`src/rtl/slot_reel_ctrl.sv`:
```
// Three-reel slot sequencer: gates reel step enables, stops one reel per press
// (or on timeout), judges the stopped digits and holds the result for display.
module slot_reel_ctrl #(
   parameter int TIMEOUT_TICKS = 40,
   parameter int RESULT_TICKS  = 3,
   parameter int TICK_W        = 8
) (
   input  logic       clk,
   input  logic       i_sclr,
   input  logic       i_btn,
   input  logic       i_tick,
   input  logic [3:0] i_reel0,
   input  logic [3:0] i_reel1,
   input  logic [3:0] i_reel2,
   output logic [2:0] o_reel_en,
   output logic       o_spinning,
   output logic       o_result_vld,
   output logic       o_jackpot,
   output logic       o_pair,
   output logic [7:0] o_wins
);

   typedef enum logic [2:0] {
      IDLE,
      SPIN3,
      SPIN2,
      SPIN1,
      JUDGE,
      RESULT
   } state_e;

   localparam logic [TICK_W-1:0] TO_LAST  = TICK_W'(TIMEOUT_TICKS - 1);
   localparam logic [TICK_W-1:0] RES_LAST = TICK_W'(RESULT_TICKS - 1);
   localparam logic [TICK_W-1:0] CNT_ONE  = TICK_W'(1);

   state_e            state_q, state_d;
   logic [2:0]        mask_q, mask_d;
   logic [TICK_W-1:0] cnt_q, cnt_d;
   logic              jackpot_q, jackpot_d;
   logic              pair_q, pair_d;
   logic [7:0]        wins_q, wins_d;

   logic              eq01, eq12, eq02, jp;

   assign eq01 = (i_reel0 == i_reel1);
   assign eq12 = (i_reel1 == i_reel2);
   assign eq02 = (i_reel0 == i_reel2);
   assign jp   = eq01 && eq12;

   always_ff @(posedge clk or posedge i_sclr) begin
      if (i_sclr) begin
         state_q   <= IDLE;
         mask_q    <= 3'b000;
         cnt_q     <= '0;
         jackpot_q <= 1'b0;
         pair_q    <= 1'b0;
         wins_q    <= 8'd0;
      end else begin
         state_q   <= state_d;
         mask_q    <= mask_d;
         cnt_q     <= cnt_d;
         jackpot_q <= jackpot_d;
         pair_q    <= pair_d;
         wins_q    <= wins_d;
      end
   end

   always_comb begin
      state_d   = state_q;
      mask_d    = mask_q;
      cnt_d     = cnt_q;
      jackpot_d = jackpot_q;
      pair_d    = pair_q;
      wins_d    = wins_q;
      case (state_q)
         IDLE: begin
            if (i_btn) begin
               state_d = SPIN3;
               mask_d  = 3'b111;
               cnt_d   = '0;
            end
         end
         SPIN3, SPIN2, SPIN1: begin
            // A press and a timeout in the same cycle collapse into one stop.
            if (i_btn || (i_tick && cnt_q == TO_LAST)) begin
               mask_d = mask_q & (mask_q - 3'd1);
               cnt_d  = '0;
               case (state_q)
                  SPIN3:   state_d = SPIN2;
                  SPIN2:   state_d = SPIN1;
                  default: state_d = JUDGE;
               endcase
            end else if (i_tick) begin
               cnt_d = cnt_q + CNT_ONE;
            end
         end
         JUDGE: begin
            jackpot_d = jp;
            pair_d    = !jp && (eq01 || eq12 || eq02);
            if (jp && wins_q != 8'hFF) wins_d = wins_q + 8'd1;
            state_d = RESULT;
            cnt_d   = '0;
         end
         RESULT: begin
            if (i_btn) begin
               state_d   = SPIN3;
               mask_d    = 3'b111;
               cnt_d     = '0;
               jackpot_d = 1'b0;
               pair_d    = 1'b0;
            end else if (i_tick) begin
               if (cnt_q == RES_LAST) begin
                  state_d   = IDLE;
                  cnt_d     = '0;
                  jackpot_d = 1'b0;
                  pair_d    = 1'b0;
               end else begin
                  cnt_d = cnt_q + CNT_ONE;
               end
            end
         end
         default: begin
            state_d = IDLE;
            mask_d  = 3'b000;
            cnt_d   = '0;
         end
      endcase
   end

   assign o_reel_en    = {3{i_tick}} & mask_q;
   assign o_spinning   = |mask_q;
   assign o_result_vld = (state_q == RESULT);
   assign o_jackpot    = jackpot_q;
   assign o_pair       = pair_q;
   assign o_wins       = wins_q;

endmodule

```
`config.mk`:
```
export PLATFORM = sky130hd
export DESIGN_NAME = slot_reel_ctrl
export DESIGN_NICKNAME = d
export VERILOG_FILES = /design/src/rtl/slot_reel_ctrl.sv
export SDC_FILE = /design/constraint.sdc
export NUM_CORES = 1
export LEC_CHECK = 0
export ABC_AREA = 1
export CORE_ASPECT_RATIO = 1.5
export CORE_UTILIZATION = 53
export DETAILED_ROUTE_END_ITERATION = 10
export PLACE_DENSITY = 0.78
export SYNTH_ARGS = -nofsm -noshare
export SYNTH_HDL_FRONTEND = slang
export SYNTH_SLANG_ARGS = --single-unit
```
`constraint.sdc`:
```
create_clock -name clk -period 2 [get_ports clk]
set_input_delay 0.4 -clock clk [delete_from_list [all_inputs] [get_ports clk]]
set_output_delay 0.4 -clock clk [all_outputs]
set_load 0.01 [all_outputs]
```
==> metrics <==
Max-slew headroom=75.14%; cell count after synthesis=284; pin count of the biggest net entering global routing=25; drt pass-1 iters=4; status=completed; top_reg_cell synth=sky130_fd_sc_hd__dfrtp_1; hold crit path type=primary input to async pin; placeable core region=3383 um^2; count of H-tree levels built during CTS=1; top cell type's share of synthesized area=32.26%; leakage power of the design=0.001275 uW; Iter 0 DRT Violations=28; biggest cell delay along the critical path=0.41 ns; WP data required=1.60 ns; total congestion overflow after global routing=0; cells along the critical path=or2_2, or2_2, dlygate4sd2_1; final worst path period need=1.930 ns; top cells by count, synth=sky130_fd_sc_hd__nand2_1, sky130_fd_sc_hd__inv_1, sky130_fd_sc_hd__nand3_1; number of synthesized flops with an enable pin=0; most used cell along the critical path=sky130_fd_sc_hd__or2_2; Post-DP HPWL=3013 um; Chip Height=74.59 um; Final Net Count=345; most frequent cell after synthesis=sky130_fd_sc_hd__nand2_1; share of the yosys chip area belonging to registers=32.26%; transition time of the tightest slew-check pin=0.3690 ns; Total Wirelength=3798 um; first-pass GRT wire length=6065 um; total via count in the routed design=1819; vias in the first global route=1480; Post-Synthesis Net Count=303; Die ar.=3759 um^2; max frequency=518.3 MHz; clock buffers created by TritonCTS=3; switching portion of total power=40.95%; share of synthesized flip-flops with an asynchronous set or reset=100.0%; parity-gate share of the synthesized area counting xor and xnor cells=3.293%; Die X-Extent=50.39 um; Buffers on Ports=30; number of antenna violations at the first check in global routing=0; worst setup timing slack at the placement stage=-0.05458 ns; internal power=1265 uW; area growth from synthesis to layout=25.54%; Worst Clk Skew=0.009790 ns; total power per unit cell area=916.7 nW/um^2; CTS tree=done; number of slew-limit violations in the final report=0; sequential fraction of design power=31.5%; Synth warnings=0; Rows=26; multiplexer share of the synthesized area=0%; drc violations=0; root buf cell=sky130_fd_sc_hd__clkbuf_8; Overall Global Routing Usage=20.95%; buffer depth of the longest clock path=2; standard cell with the maximum stage delay on the critical path=sky130_fd_sc_hd__dfrtp_1; initial core utilization=55.03%; main area contributors after synthesis=sky130_fd_sc_hd__dfrtp_1, sky130_fd_sc_hd__nand2_1, sky130_fd_sc_hd__inv_1; Max-cap violations=0; RSZ-0062 raised after global routing=false; IO Pins=31; post-synthesis share of cell area spent on and, or, nand and nor gates=50.07%; sum of internal, switching and leakage power=2143 uW; total inserted antenna cells=0; Synth Register Bits=24; vias per std cell=4.956; Routability Congestion=0.8223; nature of the critical path startpoint=register; number of different library cells in the post-synthesis netlist=26; total of endpoints with negative setup slack in the final report=0; fin worst setup slack=0.07050 ns; Hold Violations, Final=0; latest clock arrival within the worst-skew pair=0.27 ns; Worst Path Max Fanout=4; critical path endpoint category=primary output; adder-cell area share of the yosys netlist=2.016%; clock slew seen by the registers of the worst setup and hold paths=0.09 ns; library cell occupying the most area in the post-synthesis netlist=sky130_fd_sc_hd__dfrtp_1; largest family of logic cells by synthesized area=simple AND/OR/NAND/NOR gates; compound-cell area share of the yosys netlist=4.167%; part of the cycle the worst path needs=96.48%; data arrival time of the critical path=1.53 ns; IR drop worst, VDD=0.5587 mV; CTS Hold Buffers Added=0; mean instance size in the synthesized netlist=6.556 um^2; critical path class=register to primary output; routed len/inst=10.35 um; Detail Route Antenna Nets=0; area of the mapped netlist=1862 um^2; layout cell share with drive strength beyond 1=12.00%; combinational fraction of design power=48.4%; number of sinks handled by clock tree synthesis=24; Sw Pwr=877.5 uW; portion of total power attributed to the clock network=20.1%
==> worst paths after layout <==
check,slack (ns),end,startpoint,depth (start not counted)
max in group asynchronous,1.27,state_q[2],i_sclr,3
hold / removal,0.46,o_wins[4],i_sclr,3
min in group clk,0.49,o_jackpot,o_jackpot,2
setup reg to reg,0.43,mask_q[2],cnt_q[0],8
hold reg to reg,0.49,o_jackpot,o_jackpot,2
setup / recovery,0.07,o_spinning,mask_q[1],3
==> state kept, by name, indices dropped and copies added (netlist names) <==
| register | count |
|---|---|
| o_pair | 1 |
| cnt_q | 8 |
| o_wins | 8 |
| o_jackpot | 1 |
| mask_q | 3 |
| state_q | 3 |
==> worst max-delay path, delay by kind of cell, from the launching register on <==
family	cells	cell delay, ns
AND/OR/NAND/NOR	2	0.57
flip-flops	1	0.41
buffers and inverters	1	0.28
==> per-stage QoR <==
stage / utilization, % / TNS, ns / hold slack, ns / cells / instance area (um^2)
after floorplan: - / 0 / 0.4146 / 284 / 1862
after global placement: 66.79 / -0.1044 / 0.4620 / 362 / 2260
after detailed placement: 66.79 / -0.1392 / 0.4744 / 362 / 2260
after CTS: 68.86 / 0 / 0.4724 / 366 / 2330
after global routing: 69.08 / 0 / 0.5021 / 367 / 2337
final: 69.08 / 0 / 0.4624 / 367 / 2337
==> final cells by class <==
| cell class | instances | area (um^2) |
|---|---|---|
| sequential | 24 | 601.8 |
| inverter | 40 | 152.6 |
| clock inverter | 1 | 30.03 |
| multi-input combinational | 220 | 1109 |
| tap | 42 | 52.55 |
| clock buffer | 3 | 41.29 |
| fill | 311 | 1046 |
| timing repair buffer | 37 | 350.3 |
==> routing by layer <==
layer  track usage, %  wire, um  up-vias
li1                 -         -      970
met1            24.84      1708      818
met2            39.41      1977       27
met3            1.840        73        4
met4            6.481        38        0
met5                0         0        -
==> power groups by stage <==
stage	sequential, uW	combinational [uW]	clock (uW)
after global placement	690	1020	0
final	674	1040	432
after global routing	689	1170	462
after floorplan	691	699	0
after CTS	682	1020	438
after detailed placement	690	1030	0
==> cells in the final DEF (no fill, tap or decap) <==
cell type | synthesis | routed
sky130_fd_sc_hd__inv_4 | 1 | 1
sky130_fd_sc_hd__nor2_2 | 4 | 4
sky130_fd_sc_hd__clkbuf_8 | 0 | 3
sky130_fd_sc_hd__a21oi_1 | 2 | 2
sky130_fd_sc_hd__nor2_8 | 1 | 1
sky130_fd_sc_hd__inv_1 | 34 | 34
sky130_fd_sc_hd__nand4_1 | 9 | 9
sky130_fd_sc_hd__dlygate4sd2_1 | 0 | 2
sky130_fd_sc_hd__nand3b_1 | 6 | 6
sky130_fd_sc_hd__nand2_1 | 120 | 120
sky130_fd_sc_hd__xor2_1 | 5 | 5
sky130_fd_sc_hd__inv_2 | 4 | 4
sky130_fd_sc_hd__nand3_2 | 1 | 1
sky130_fd_sc_hd__o21a_1 | 1 | 1
sky130_fd_sc_hd__o21ai_4 | 1 | 1
sky130_fd_sc_hd__bufinv_16 | 0 | 1
sky130_fd_sc_hd__o21ai_1 | 1 | 1
sky130_fd_sc_hd__buf_4 | 0 | 7
sky130_fd_sc_hd__ha_1 | 3 | 3
sky130_fd_sc_hd__clkdlybuf4s50_1 | 0 | 28
sky130_fd_sc_hd__o21ai_0 | 6 | 6
sky130_fd_sc_hd__clkinv_1 | 1 | 1
sky130_fd_sc_hd__nand2_2 | 3 | 3
sky130_fd_sc_hd__nor2_1 | 18 | 18
sky130_fd_sc_hd__dfrtp_1 | 24 | 23
sky130_fd_sc_hd__xnor2_1 | 2 | 2
sky130_fd_sc_hd__nand2_4 | 4 | 4
sky130_fd_sc_hd__nor2_4 | 5 | 5
sky130_fd_sc_hd__nand3_1 | 25 | 25
sky130_fd_sc_hd__o21ai_2 | 1 | 1
sky130_fd_sc_hd__dfrtp_2 | 0 | 1
sky130_fd_sc_hd__or2_2 | 2 | 2
==> logic make-up (layout without fill, tap and decap cells) <==
| group | count (synthesis) | in the layout |
|---|---|---|
| AOI/OAI and AO/OA | 12 | 12 |
| DFF | 24 | 24 |
| and+or+nand+nor | 198 | 198 |
| xor gates and xnor gates | 7 | 7 |
| adders and majority gates | 3 | 3 |
| buffers and inverters | 40 | 81 |
==> what timing repair did <==
action / in CTS / in global routing
buffers inserted: 0 / 1
resized for setup: 3 / 0
cloned: 0 / 0
setup endpoints to repair: 5 / 1
Power figures use the tool's default switching activity.
